`src/rtl/axi_burst_read_master_if.sv`:
```
// rtl/axi_burst_read_master_if.sv - AXI4 read address/data channel bundle
// Purpose : carries the AR and R channels between the burst read master and a slave.
// Signals : ARID_M/ARADDR_M/ARLEN_M/ARSIZE_M/ARBURST_M/ARVALID_M  master -> slave
//           ARREADY_M                                             slave  -> master
//           RID_M/RDATA_M/RRESP_M/RLAST_M/RVALID_M                slave  -> master
//           RREADY_M                                              master -> slave
// Modports: master (burst read master side), slave (memory side).
interface axi_burst_read_master_if #(
   parameter int ADDR_W = 32,
   parameter int DATA_W = 32
);
   logic [3:0]        ARID_M;
   logic [ADDR_W-1:0] ARADDR_M;
   logic [3:0]        ARLEN_M;
   logic [2:0]        ARSIZE_M;
   logic [1:0]        ARBURST_M;
   logic              ARVALID_M;
   logic              ARREADY_M;
   logic [3:0]        RID_M;
   logic [DATA_W-1:0] RDATA_M;
   logic [1:0]        RRESP_M;
   logic              RLAST_M;
   logic              RVALID_M;
   logic              RREADY_M;

   modport master (
      output ARID_M, ARADDR_M, ARLEN_M, ARSIZE_M, ARBURST_M, ARVALID_M, RREADY_M,
      input  ARREADY_M, RID_M, RDATA_M, RRESP_M, RLAST_M, RVALID_M
   );

   modport slave (
      input  ARID_M, ARADDR_M, ARLEN_M, ARSIZE_M, ARBURST_M, ARVALID_M, RREADY_M,
      output ARREADY_M, RID_M, RDATA_M, RRESP_M, RLAST_M, RVALID_M
   );
endinterface

```
`src/rtl/axi_burst_read_master.sv`:
```
// rtl/axi_burst_read_master.sv - single-burst AXI4 read master assembling one cache line
// Purpose : accepts a refill request, issues one INCR read burst, packs the returned
//           beats into a line and hands the line to a consumer.
// Ports   : clk, rst (async active-low)
//           req_valid/req_ready/req_addr/req_len       refill request (len = beats-1)
//           line_valid/line_ready/line_data/line_err   assembled line, beat k at [k*DATA_W +: DATA_W]
//           axi (master modport)                       AR and R channels
// Option  : define AXI_RRESP_CHECK_EN to enable line_err (error response, early RLAST,
//           beats past the requested length); otherwise line_err is tied low.
module axi_burst_read_master #(
   parameter int         ADDR_W    = 32,
   parameter int         DATA_W    = 32,
   parameter int         MAX_BEATS = 4,
   parameter logic [3:0] ID_VAL    = 4'd0
) (
   input  logic                        clk,
   input  logic                        rst,
   input  logic                        req_valid,
   output logic                        req_ready,
   input  logic [ADDR_W-1:0]           req_addr,
   input  logic [3:0]                  req_len,
   output logic                        line_valid,
   input  logic                        line_ready,
   output logic [MAX_BEATS*DATA_W-1:0] line_data,
   output logic                        line_err,
   axi_burst_read_master_if.master     axi
);
   localparam int                BEAT_W     = (MAX_BEATS > 1) ? $clog2(MAX_BEATS) : 1;
   localparam logic [BEAT_W-1:0] BEAT_LAST  = BEAT_W'(MAX_BEATS - 1);
   localparam logic [3:0]        LEN_MAX    = 4'(MAX_BEATS - 1);
   localparam logic [ADDR_W-1:0] ALIGN_MASK = ADDR_W'(DATA_W / 8 - 1);
   localparam logic [2:0]        SIZE_VAL   = 3'($clog2(DATA_W / 8));

   typedef enum logic [1:0] {S_IDLE, S_ADDR, S_DATA, S_DONE} state_t;

   state_t            state;
   logic [ADDR_W-1:0] addr_q;
   logic [3:0]        len_q;
   logic [BEAT_W-1:0] beat_cnt;
   // Set once the last slot has been written; later beats are drained but dropped.
   logic              beat_ovf;
   logic              arvalid_q;
   logic              rready_q;
   logic              beat_hs;
   logic [3:0]        len_clamped;

   assign len_clamped = (req_len > LEN_MAX) ? LEN_MAX : req_len;
   assign beat_hs     = rready_q && axi.RVALID_M;

   // AR payload comes straight from the request latches, so it cannot move while ARVALID waits.
   assign axi.ARID_M    = ID_VAL;
   assign axi.ARADDR_M  = addr_q;
   assign axi.ARLEN_M   = len_q;
   assign axi.ARSIZE_M  = SIZE_VAL;
   assign axi.ARBURST_M = 2'b01;
   assign axi.ARVALID_M = arvalid_q;
   assign axi.RREADY_M  = rready_q;

   always_ff @(posedge clk or negedge rst) begin
      if (!rst) begin
         state      <= S_IDLE;
         req_ready  <= 1'b1;
         arvalid_q  <= 1'b0;
         rready_q   <= 1'b0;
         line_valid <= 1'b0;
         line_data  <= '0;
         addr_q     <= '0;
         len_q      <= '0;
         beat_cnt   <= '0;
         beat_ovf   <= 1'b0;
      end else begin
         case (state)
            S_IDLE: begin
               if (req_valid) begin
                  addr_q    <= req_addr & ~ALIGN_MASK;
                  len_q     <= len_clamped;
                  beat_cnt  <= '0;
                  beat_ovf  <= 1'b0;
                  req_ready <= 1'b0;
                  arvalid_q <= 1'b1;
                  state     <= S_ADDR;
               end
            end
            S_ADDR: begin
               if (axi.ARREADY_M) begin
                  arvalid_q <= 1'b0;
                  rready_q  <= 1'b1;
                  state     <= S_DATA;
               end
            end
            S_DATA: begin
               if (beat_hs) begin
                  if (!beat_ovf) begin
                     line_data[beat_cnt * DATA_W +: DATA_W] <= axi.RDATA_M;
                  end
                  if (beat_cnt == BEAT_LAST) begin
                     beat_ovf <= 1'b1;
                  end else begin
                     beat_cnt <= beat_cnt + 1'b1;
                  end
                  // RLAST alone ends the burst, whatever the beat count says.
                  if (axi.RLAST_M) begin
                     rready_q   <= 1'b0;
                     line_valid <= 1'b1;
                     state      <= S_DONE;
                  end
               end
            end
            S_DONE: begin
               if (line_ready) begin
                  line_valid <= 1'b0;
                  req_ready  <= 1'b1;
                  state      <= S_IDLE;
               end
            end
            default: begin
               state <= S_IDLE;
            end
         endcase
      end
   end

`ifdef AXI_RRESP_CHECK_EN
   logic [3:0] beat_idx;
   logic       beat_early;
   logic       beat_late;
   logic       err_q;

   assign beat_idx   = 4'(beat_cnt);
   // RLAST on a beat before index len, or any beat with index beyond len.
   assign beat_early = axi.RLAST_M && !beat_ovf && (beat_idx < len_q);
   assign beat_late  = beat_ovf || (beat_idx > len_q);

   always_ff @(posedge clk or negedge rst) begin
      if (!rst) begin
         err_q <= 1'b0;
      end else if (state == S_IDLE && req_valid) begin
         err_q <= 1'b0;
      end else if (beat_hs && (axi.RRESP_M[1] || beat_early || beat_late)) begin
         err_q <= 1'b1;
      end
   end

   assign line_err = err_q;
`else
   assign line_err = 1'b0;
`endif
endmodule

```
`src/flat_wrapper.sv`:
```
// flat-port wrapper written by rule: the top's interface ports become plain ports
module axi_burst_read_master_flat 
#(
   parameter int         ADDR_W    = 32,
   parameter int         DATA_W    = 32,
   parameter int         MAX_BEATS = 4,
   parameter logic [3:0] ID_VAL    = 4'd0
)
  (clk, rst, req_valid, req_ready, req_addr, req_len, line_valid, line_ready, line_data, line_err, axi_ARID_M, axi_ARADDR_M, axi_ARLEN_M, axi_ARSIZE_M, axi_ARBURST_M, axi_ARVALID_M, axi_RREADY_M, axi_ARREADY_M, axi_RID_M, axi_RDATA_M, axi_RRESP_M, axi_RLAST_M, axi_RVALID_M);
  axi_burst_read_master_if #(.ADDR_W(ADDR_W), .DATA_W(DATA_W)) axi_i ();
  input  logic clk;
  input  logic rst;
  input  logic req_valid;
  output logic req_ready;
  input  logic [ADDR_W-1:0] req_addr;
  input  logic [3:0] req_len;
  output logic line_valid;
  input  logic line_ready;
  output logic [MAX_BEATS*DATA_W-1:0] line_data;
  output logic line_err;
  output wire logic [$bits(axi_i.ARID_M)-1:0] axi_ARID_M;
  output wire logic [$bits(axi_i.ARADDR_M)-1:0] axi_ARADDR_M;
  output wire logic [$bits(axi_i.ARLEN_M)-1:0] axi_ARLEN_M;
  output wire logic [$bits(axi_i.ARSIZE_M)-1:0] axi_ARSIZE_M;
  output wire logic [$bits(axi_i.ARBURST_M)-1:0] axi_ARBURST_M;
  output wire logic [$bits(axi_i.ARVALID_M)-1:0] axi_ARVALID_M;
  output wire logic [$bits(axi_i.RREADY_M)-1:0] axi_RREADY_M;
  input wire logic [$bits(axi_i.ARREADY_M)-1:0] axi_ARREADY_M;
  input wire logic [$bits(axi_i.RID_M)-1:0] axi_RID_M;
  input wire logic [$bits(axi_i.RDATA_M)-1:0] axi_RDATA_M;
  input wire logic [$bits(axi_i.RRESP_M)-1:0] axi_RRESP_M;
  input wire logic [$bits(axi_i.RLAST_M)-1:0] axi_RLAST_M;
  input wire logic [$bits(axi_i.RVALID_M)-1:0] axi_RVALID_M;
  assign axi_ARID_M = axi_i.ARID_M;
  assign axi_ARADDR_M = axi_i.ARADDR_M;
  assign axi_ARLEN_M = axi_i.ARLEN_M;
  assign axi_ARSIZE_M = axi_i.ARSIZE_M;
  assign axi_ARBURST_M = axi_i.ARBURST_M;
  assign axi_ARVALID_M = axi_i.ARVALID_M;
  assign axi_RREADY_M = axi_i.RREADY_M;
  assign axi_i.ARREADY_M = axi_ARREADY_M;
  assign axi_i.RID_M = axi_RID_M;
  assign axi_i.RDATA_M = axi_RDATA_M;
  assign axi_i.RRESP_M = axi_RRESP_M;
  assign axi_i.RLAST_M = axi_RLAST_M;
  assign axi_i.RVALID_M = axi_RVALID_M;
  axi_burst_read_master #(.ADDR_W(ADDR_W), .DATA_W(DATA_W), .MAX_BEATS(MAX_BEATS), .ID_VAL(ID_VAL)) u_core (.clk(clk), .rst(rst), .req_valid(req_valid), .req_ready(req_ready), .req_addr(req_addr), .req_len(req_len), .line_valid(line_valid), .line_ready(line_ready), .line_data(line_data), .line_err(line_err), .axi(axi_i));
endmodule
```
`config.mk`:
```
export PLATFORM = sky130hd
export DESIGN_NAME = axi_burst_read_master_flat
export DESIGN_NICKNAME = d
export VERILOG_FILES = /design/src/rtl/axi_burst_read_master_if.sv /design/src/rtl/axi_burst_read_master.sv /design/src/flat_wrapper.sv
export SDC_FILE = /design/constraint.sdc
export NUM_CORES = 1
export LEC_CHECK = 0
export CELL_PAD_IN_SITES_DETAIL_PLACEMENT = 0
export CELL_PAD_IN_SITES_GLOBAL_PLACEMENT = 1
export CORE_UTILIZATION = 34
export CTS_BUF_LIST = sky130_fd_sc_hd__clkbuf_8 sky130_fd_sc_hd__clkbuf_16
export DETAILED_ROUTE_END_ITERATION = 10
export PLACE_DENSITY_LB_ADDON = 0.1
export SLEW_MARGIN = 10
export SYNTH_ARGS = -nofsm -noshare
export SYNTH_HDL_FRONTEND = slang
export SYNTH_SLANG_ARGS = --single-unit
```
`constraint.sdc`:
```
create_clock -name clk -period 2.1 [get_ports clk]
set_clock_uncertainty 0.1 [all_clocks]
set_input_delay 0.21 -clock clk [delete_from_list [all_inputs] [get_ports clk]]
set_output_delay 0.21 -clock clk [all_outputs]
set_load 0.05 [all_outputs]
```
* After elaboration in Yosys (flattened, before gate mapping) *
Cells that the tools add are included.

word-level totals
  register bits = 171
  output and inout bits = 178

cells by class
  add/subtract/negate cells = 2
  magnitude comparators = 1
  eq/ne operators = 11
  shift-type cells = 2
  muxes and demuxes = 29
  bitwise gates (word level) = 1
  reductions and logical operators = 16

operator list
  kind                         count
  $bwmux W128                  1
  $shift A32 B34 Y128 const A  1
  $shiftx A32 B34 Y128         1
  $neg A7 Y34                  1
  $mux W2                      8
  $reduce_and A4 Y1            4
  $mux W1                      12
  $ne A2 B2 Y1 const B         5
  $pmux W1 S2                  5
  $reduce_bool A2 Y1           5
  $reduce_and A3 Y1            3
  $pmux W2 S4                  1
  $eq A2 B2 Y1 const B         3
  $reduce_and A5 Y1            1
  $gt A4 B2 Y1 const B         1
  $mux W4                      1
  $ne A2 B1 Y1 const B         2
  $pmux W2 S2                  1
  $add A2 B1 Y2 const B        1
  $eq A2 B1 Y1 const B         1
  $logic_not A2 Y1             1
  $reduce_and A2 Y1            1
  $logic_and A1 B1 Y1          1
  $not A1 Y1                   1

* Longest topological paths before layout *
Gate-level depths: netlist (run 1).

  depth after elaboration = 4
  mapped depth = 8
  mapped depth without buffers = 5

* Least setup slack after synthesis (run 1) *
No wires, ideal clock.

  kind = register -> register
  start point = register u_core.beat_cnt[0]
  end point = register u_core.line_data[10]
  arrival time = 1.706 ns
  slack = 0.211 ns
  cell stages (with the launch flop) = 8
  path through = dfrtp_1 inv_1 ha_1 nor4bb_1 clkbuf_1 buf_2 nand4_1 o21ai_0

between the ends
  cells in the longest elaborated chain, start to end = 3
  elaborated cells between the ends (all ways) = 4
  those cells by class = add/sub: 1; shift: 2; mux: 1

RTL lines
  what                                                                line                         source
  start, declared                                                     axi_burst_read_master.sv:39  logic [BEAT_W-1:0] beat_cnt;
  start signal, assigned                                              axi_burst_read_master.sv:99  beat_cnt <= beat_cnt + 1'b1;
  $neg A7 Y34 (*)                                                     axi_burst_read_master.sv:94  line_data[beat_cnt * DATA_W +: DATA_W] <= axi.RDATA_M;
  $shiftx A32 B34 Y128 / $shift A32 B34 Y128 (equally long branches)  axi_burst_read_master.sv:94
  $bwmux W128 (*)                                                     axi_burst_read_master.sv:94
  end signal, assigned by index                                       axi_burst_read_master.sv:94
  end, declared                                                       axi_burst_read_master.sv:24  output logic [MAX_BEATS*DATA_W-1:0] line_data,

Every way passes the cells marked *; elsewhere a longest branch is shown, timed or not.
A chain may end at the register's enable or synchronous reset.

* Worst setup path in the final report (run 1) *
  start point = register u_core.state[0]
  end point = register u_core.line_data[126]

between the ends
  cells in the longest elaborated chain, start to end = 2

RTL lines
  what                                line                         source
  start, declared                     axi_burst_read_master.sv:36  state_t state;
  start signal, assigned              axi_burst_read_master.sv:61  state <= S_IDLE;
  start signal, assigned              axi_burst_read_master.sv:81  state <= S_ADDR;
  start signal, assigned              axi_burst_read_master.sv:88  state <= S_DATA;
  $eq A2 B2 Y1                        axi_burst_read_master.sv:72  case (state)
  $reduce_and A3 Y1 (no source line)  -

Every way passes these cells.

==> results.ini, run 1 <==
[run_status]
status = finished, final reports clean

[layout]
fin_area_sq_um = 11000
drive_gt1_share_pct = 12.4
fillCellCount = 2002
area_growth_pct = 44.6
multi_input_area_sq_um = 2440
register_area_sq_um = 4280
nets = 1053
diodes = 0
fin_util_pct = 50.3

[placed_design]
dpl_cell_area_sq_um = 10300
dp_hpwl_mm = 16.3
gp_congestion = 0.789
io_buffers = 238

[timing]
finalCritPeriodShare_pct = 93.7
maxSlewHeadroom_pct = 60.2
setup_tns_ns = 0
finalHoldViolations = 0
fin_crit_ns = 1.97
tightest_slew_ns = 0.595
rsz0062_at_grt = false
setup_viol = 0
clock.fmax_mhz = 508
maxSlewViolCount = 0

[drt]
drt-pass1-iter-count = 5
drc = 0
via_count = 6264
ant_nets = 0
wl_mm = 23.4
drt-vias-per-instance = 5.00
first_iter_violations = 414
wire_per_inst_um = 18.7

[floorplanning]
start_util_pct = 34.8
die-area_sq_um = 22900
rows = 54
die_x_um = 151
core_sq_um = 21800
io_pins = 259
die_h_um = 151

[setup_path]
crit_chain = inv_1 > ha_1 > and4b_4 > and2_2 > o21ai_1
path_max_fanout = 16
cp.arrival_ns = 2.16
start_kind = register
cp_slowest_cell = and2_2
slowest_delay_ns = 0.49
path_class = register to register
endpoint_kind = register
setup.worst_path.start = u_core.state[0]
rr_startpoint = u_core.state[0]
cp.required_ns = 2.29

[grt]
grt.total_usage_pct = 20.5
grt_pass1_vias = 6127
antenna_found_initial = 0
grt_max_degree = 69
overflow = 0
grt_pass1_wl_mm = 35.3

[synth]
ys_seq_elements = 171
synth_area_per_cell_sq_um = 10.4
netlist_area_sq_um = 7590
synth-warning-count = 0
synth_top_area_share_pct = 56.1
ys_types = 40
netlist_top_cells_area = dfrtp_1 56%, nand4_1 11%, inv_1 6.7%, o21ai_0 4.7%, mux2_2 4.5%
ys_seq_area_share_pct = 56.4
synthCells = 728
synth_top_cell_by_area = dfrtp_1

[clocking]
cts_max_level = 4
cts_buffers = 17
tritoncts = built
clk_pin_slew_ns = 0.07
cts_max_path_buffers = 2
cts-root-buf = clkbuf_16
insertion_delay_ns = 0.42
clock_sinks = 171

[power]
power.total_mw = 21.3
p_leak_nw = 4.81
irDropWorstVdd_uv = 681
power.density_nw_per_um2 = 1940

[hold_path]
holdCritPathClass = input pin to asynchronous set/reset pin

[job]
drv_cap = 0

## critical path, delay by kind of cell (launching register included)
kind            cells  cell delay, ns
compound gates      1            0.11
fa+ha+maj           1            0.20
buf+inv             1            0.14
flops               1            0.41
simple gates        2            0.87
## cells in the mapped netlist
cell type,number
buf_4,13
nand4_1,128
nor4bb_1,2
nand3_1,1
ha_1,11
o21ai_1,59
nor4b_2,1
and2_1,2
dfstp_2,1
clkbuf_1,13
nand4b_1,1
and3b_1,1
nor3_1,2
mux2i_1,7
nand2_2,1
buf_8,1
inv_1,135
dfrtp_1,170
a2111oi_4,1
a41oi_1,2
nand2b_1,1
o21ai_0,71
nor3b_1,1
buf_6,14
and4b_1,1
nand2_1,5
nor4b_1,1
and2_4,4
a22o_1,1
buf_2,32
nand3_2,1
conb_1,2
mux2_2,30
nor2b_1,3
a22o_2,1
nor2_1,1
mux2_4,1
o22ai_1,1
a21oi_1,4
a21boi_0,1
## flip-flops by register name, indices dropped and copies added (netlist names), 2 cells and up
name and flops:
u_core.axi.ARLEN_M 4, u_core.state 2, u_core.beat_cnt 2, u_core.axi.ARADDR_M 30, u_core.line_data 128
## repair_timing
action,in CTS,in global routing
cloned,0,1
endpoints found under the setup margin,2,21
pin swaps,0,1
resized for setup,2,3
buffers inserted,0,0
endpoints found under the hold margin,43,0
hold buffers,1,0
## stage by stage
step / std cells / hold WS (ns) / worst slack (ns)
2_1_floorplan: 738 / -0.186 / 0.211
3_3_place_gp: 1220 / 0.0782 / 0.115
3_5_place_dp: 1220 / 0.0774 / 0.0622
4_1_cts: 1253 / 0.203 / 0.0572
5_1_grt: 1254 / 0.236 / 0.0169
6_report: 1254 / 0.193 / 0.132
## cell families (layout without fill, tap and decap cells)
logic type      count (synthesis)  in the layout  share of synthesized area (%)
flops                         171            171                           56.4
buf+inv                       208            443                           13.0
compound gates                141            141                           9.86
fa+ha+maj                      11             11                           1.81
mux                            38             38                           5.57
other cells                     2             12                         0.0990
simple gates                  157            158                           13.3
## power by group
| part | internal (mW) | switching (mW) | total, mW |
|---|---|---|---|
| registers | 4.82 | 0.896 | 5.72 |
| clock network | 1.93 | 1.37 | 3.29 |
| logic | 4.01 | 8.25 | 12.3 |
## area by class of cell
type / instances / share of cell area (%)
Multi-Input combinational cell: 360 / 22.3
Clock inverter: 14 / 1.64
Sequential cell: 171 / 39.0
Clock buffer: 18 / 4.00
Timing Repair Buffer: 276 / 25.3
Tap cell: 280 / 3.19
Inverter: 135 / 4.62
## worst paths after layout
path                                                end  slack, ns  cells past startpoint
max in group asynchronous          u_core.line_data[76]       0.95                      3
worst max register to register    u_core.line_data[126]       0.13                      5
min in group clk                u_core.axi.ARADDR_M[13]       0.29                      2
worst max-delay path              u_core.line_data[126]       0.13                      5
worst min-delay path               u_core.line_data[20]       0.19                      2
worst min register to register    u_core.axi.ARLEN_M[1]       0.40                      2
## per-layer routing
metal	share of wire [%]	global-route usage, %	routed length, um
met3	6.0	3.89	1400
met4	1.2	5.65	274
met5	0	0	0
met1	43	28.2	10200
met2	49	32.9	11600
## layout by cell type (no fill, tap or decap), types with 5 or more instances in the layout
cell type / instances
o21ai_1: 59
ha_1: 7
buf_4: 28
mux2i_1: 7
inv_1: 135
conb_1: 12
o21ai_0: 71
clkbuf_16: 17
dfrtp_1: 170
nand2_1: 5
buf_12: 8
inv_6: 5
nand4_1: 128
clkdlybuf4s50_1: 235
mux2_2: 30
No activity file was read; power rests on OpenSTA's default activity.
==> run 2: changes to the inputs <==
Settings changed: PLACE_DENSITY set to 0.84, PLACE_DENSITY_LB_ADDON 0.1 to not set.
==> results.ini, run 2 (synthesis gave the netlist of run 1 again) <==
[placed_design]
place_ws_ns = 0.0870
io_buffers = 238
dp_hpwl_mm = 15.8
dpl_cell_area_sq_um = 10400
gp_congestion = 0.763
place_inst = 1225

[setup_path]
r2r-end = u_core.line_data[29]
cp.required_ns = 2.33
path_class = register to register
ff2ff_setup_slack_ns = 0.10
reg2regPathDepth = 7
start_kind = register
path_max_fanout = 15
rr_startpoint = u_core.beat_cnt[1]
endpoint_kind = register
cp.arrival_ns = 2.23

[grt]
grt_max_degree = 62
grt_pass1_wl_mm = 35.1
grt.total_usage_pct = 20.2
overflow = 0
grt_pass1_vias = 6173
antenna_found_initial = 0

[drt]
ant_nets = 0
wl_met3_mm = 1.17
first_iter_violations = 395
wl_met1_mm = 10.5
wl_mm = 23.1
drt-vias-per-instance = 5.00
drc = 0
drt-pass1-iter-count = 5
via_count = 6297
wire_per_inst_um = 18.3
met2_length_mm = 11.1
top_layer_used = met4

[layout]
diodes = 0
final_common_cell = clkdlybuf4s50_1
area_growth_pct = 45.5
nets = 1059
drive_gt1_share_pct = 12.7
fin_area_sq_um = 11000
top_register = u_core.line_data
final_cell_mix = 235 x clkdlybuf4s50_1, 170 x dfrtp_1, 137 x inv_1
largest_reg_flops = 128
stdcell_count = 1260

[clocking]
clock_sinks = 171
insertion_delay_ns = 0.41
tritoncts = built
clk_pin_slew_ns = 0.07
cts-root-buf = clkbuf_16
cts_buffers = 17
cts_max_path_buffers = 2
cts_max_level = 4

[timing]
clock.fmax_mhz = 501
fin_crit_ns = 2.00
setup_slack_ns = 0.102
tightest_slew_ns = 0.575
finalHoldViolations = 0
setup_viol = 0
finalCritPeriodShare_pct = 95.1
maxSlewHeadroom_pct = 61.6
maxSlewViolCount = 0

[floorplanning]
start_util_pct = 34.8
rows = 54
die_h_um = 151
die-area_sq_um = 22900
die_x_um = 151
io_pins = 259
core_sq_um = 21800

[power]
power.total_mw = 21.4
power.density_nw_per_um2 = 1930
p_leak_nw = 4.87
irDropWorstVdd_uv = 874

[job]
drv_cap = 0

[hold_path]
holdCritPathClass = input pin to asynchronous set/reset pin

[run_status]
status = finished, final reports clean

run 2: worst max path at each step:
stage | start | endpoint | slack (ns)
finish | u_core.beat_cnt[1] | u_core.line_data[29] | 0.10
global route | u_core.beat_cnt[1] | u_core.line_data[27] | -0.009
CTS | u_core.axi.RREADY_M | axi_RREADY_M | 0.0006
detailed placement | u_core.beat_cnt[1] | u_core.line_data[8] | 0.09
global placement | u_core.beat_cnt[1] | u_core.line_data[8] | 0.14
floorplan | u_core.beat_cnt[0] | u_core.line_data[10] | 0.21
run 2: area by class of cell:
type	instances	area [sq um]
timing repair buffer	283	2890
multi-input combinational	359	2430
sequential	171	4280
clock buffer	20	467
tap	280	350
inverter	135	507
clock inverter	12	125
fill	2014	10800
run 2: timing repair:
| action | CTS | global route |
|---|---|---|
| hold buffers | 1 | 0 |
| endpoints found under the setup margin | 0 | 13 |
| setup buffers | 0 | 2 |
| gates resized for setup | 0 | 3 |
| endpoints found under the hold margin | 45 | 0 |
run 2: power by group:
group | internal (mW) | switching [mW] | leakage [nW]
Combinational | 4.16 | 8.29 | 2.58
Clock | 1.84 | 1.35 | 0.292
Sequential | 4.82 | 0.903 | 1.99
run 2: through the flow:
step           utilization, %  hold WS (ns)  setup TNS (ns)
2_1_floorplan               -        -0.186               0
3_3_place_gp             47.7        0.0995               0
3_5_place_dp             47.7        0.0955               0
4_1_cts                  50.5         0.213               0
5_1_grt                  50.6         0.262        -0.00911
6_report                 50.6         0.202               0
run 2: critical path: stages, from the launching register on:
cell	delay, ns
dfrtp_1	0.42
inv_1	0.18
ha_1	0.36
nor4bb_4	0.32
buf_4	0.18
buf_12	0.14
nand4_1	0.09
o21ai_0	0.10
run 2: metal layers:
layer  vias up  track usage [%]
li1       2955                -
met5         -                0
met1      3105             28.6
met3        21             2.56
met2       216             32.0
met4         0             6.20
==> run 3: changes to the inputs <==
Settings changed: CORE_UTILIZATION 34 to 35, CTS_BUF_LIST sky130_fd_sc_hd__clkbuf_8 sky130_fd_sc_hd__clkbuf_16 to sky130_fd_sc_hd__clkbuf_8, PLACE_DENSITY 0.84 to 0.86, REMOVE_ABC_BUFFERS set to 1, TNS_END_PERCENT set to 1.
==> results.ini, run 3 (synthesis gave the netlist of run 1 again) <==
[run_status]
status = finished, final reports clean

[power]
power.density_nw_per_um2 = 1890
irDropWorstVdd_uv = 908
p_switching_mw = 10.4
combinationalPowerShare_pct = 60.6
power_frac_seq_pct = 27.8
intPower_mw = 10.0
netSwitchingFraction_pct = 51.0
p_leak_nw = 4.75
p_clk_share_pct = 11.6

[grt]
antenna_found_initial = 0
overflow = 0
grt_pass1_vias = 6183
grt_max_degree = 58
grt_pass1_wl_mm = 35.3
grt.total_usage_pct = 20.8

[floorplanning]
die_x_um = 149
die_h_um = 149
io_pins = 259
rows = 53
core_sq_um = 21200
die-area_sq_um = 22300
start_util_pct = 35.9

[placed_design]
dp_hpwl_mm = 15.7
io_buffers = 238
place_ws_ns = 0.0751
place_inst = 1217
gp_congestion = 0.752

[drt]
wl_met3_mm = 1.16
ant_nets = 0
first_iter_violations = 324
drt-vias-per-instance = 5.02
wl_met1_mm = 9.83
top_layer_used = met4
via_count = 6272
met2_length_mm = 11.2
drt-pass1-iter-count = 5
wl_mm = 22.7
drc = 0
wire_per_inst_um = 18.2

[layout]
top_register = u_core.line_data
area_growth_pct = 42.8
final_common_cell = clkdlybuf4s50_1
final_cell_mix = 235 x clkdlybuf4s50_1, 170 x dfrtp_1, 136 x inv_1
drive_gt1_share_pct = 12.4
stdcell_count = 1250
nets = 1054
diodes = 0
largest_reg_flops = 128

[clocking]
cts-root-buf = clkbuf_8
cts_buffers = 17
cts_max_path_buffers = 2
clk_pin_slew_ns = 0.09
cts_max_level = 4
tritoncts = built
insertion_delay_ns = 0.45
post_cts_buffers = 0
clock_sinks = 171

[timing]
finalHoldViolations = 0
setup_slack_ns = 0.118
clock.fmax_mhz = 505
maxSlewHeadroom_pct = 59.5
setup_viol = 0
finalCritPeriodShare_pct = 94.4
maxSlewViolCount = 0
rsz0062_at_grt = false
fin_crit_ns = 1.98
tightest_slew_ns = 0.607
holdWs_ns = 0.213

[setup_path]
cpLargestDelayFamily = buffers and inverters
cp.required_ns = 1.79
crit_chain = clkdlybuf4s50_1
endpoint_kind = output port
cp.arrival_ns = 1.67
slowest_delay_ns = 0.85
cp_slowest_cell = clkdlybuf4s50_1
cp_num_buf_inv = 1
path_class = register to output port
path_max_fanout = 2
start_kind = register

[hold_path]
holdCritPathClass = input pin to asynchronous set/reset pin

[job]
drv_cap = 0

[run 3: cell count changes in the layout (fill, tap and decap cells not counted), moves of 3 or more]
| cell | previous run | this run |
|---|---|---|
| clkbuf_8 | 3 | 18 |
| clkinv_2 | 1 | 4 |
| clkbuf_16 | 17 | 0 |
| inv_6 | 1 | 5 |
| buf_12 | 13 | 16 |
| buf_4 | 32 | 23 |
[run 3: routing by layer]
layer / GRT usage [%] / up-vias
li1: - / 2939
met1: 27.9 / 3110
met2: 33.4 / 193
met3: 4.13 / 30
met4: 7.30 / 0
met5: 0 / -
[run 3: final cells by class]
cell class                      count  area [sq um]
Timing Repair Buffer              278          2880
Sequential cell                   171          4280
Clock inverter                     14           143
Fill cell                        1915         10300
Multi-Input combinational cell    359          2430
Clock buffer                       18           248
Inverter                          135           507
Tap cell                          275           344
[run 3: metrics by stage]
stage	instance area [sq um]	TNS [ns]	power (mW)	util [%]
after floorplan	7150	-264.16	13.4	-
after global placement	10400	0	18.0	49.3
after detailed placement	10400	0	18.2	49.3
after CTS	10800	0	20.6	51.2
after global routing	10800	0	21.5	51.2
final	10800	0	20.5	51.2
[run 3: power by group through the flow]
stage                     Clock, mW  Sequential [mW]  Combinational, mW
after global routing           2.59             5.89               13.0
final                          2.37             5.69               12.4
after detailed placement          0             5.73               12.4
after global placement            0             5.70               12.3
after floorplan                   0             11.0               2.32
after CTS                      2.43             5.70               12.5
[run 3: final timing paths]
| path | from | end | slack, ns | depth (start not counted) |
|---|---|---|---|---|
| setup / recovery | u_core.line_data[124] | line_data[124] | 0.12 | 1 |
| hold / removal | rst | u_core.axi.ARVALID_M | 0.21 | 2 |
| setup reg to reg | u_core.state[0] | u_core.line_data[11] | 0.15 | 6 |
| hold reg to reg | u_core.axi.ARLEN_M[1] | u_core.axi.ARLEN_M[1] | 0.39 | 2 |
| max in group asynchronous | rst | u_core.line_data[61] | 1.01 | 3 |
| min in group clk | req_addr[15] | u_core.axi.ARADDR_M[15] | 0.26 | 2 |
[run 3: timing repair]
action	4_1_cts	5_1_grt
gates resized for setup	2	1
hold buffers	1	0
cloned	0	0
setup endpoints to repair	2	2
endpoints found under the hold margin	53	0
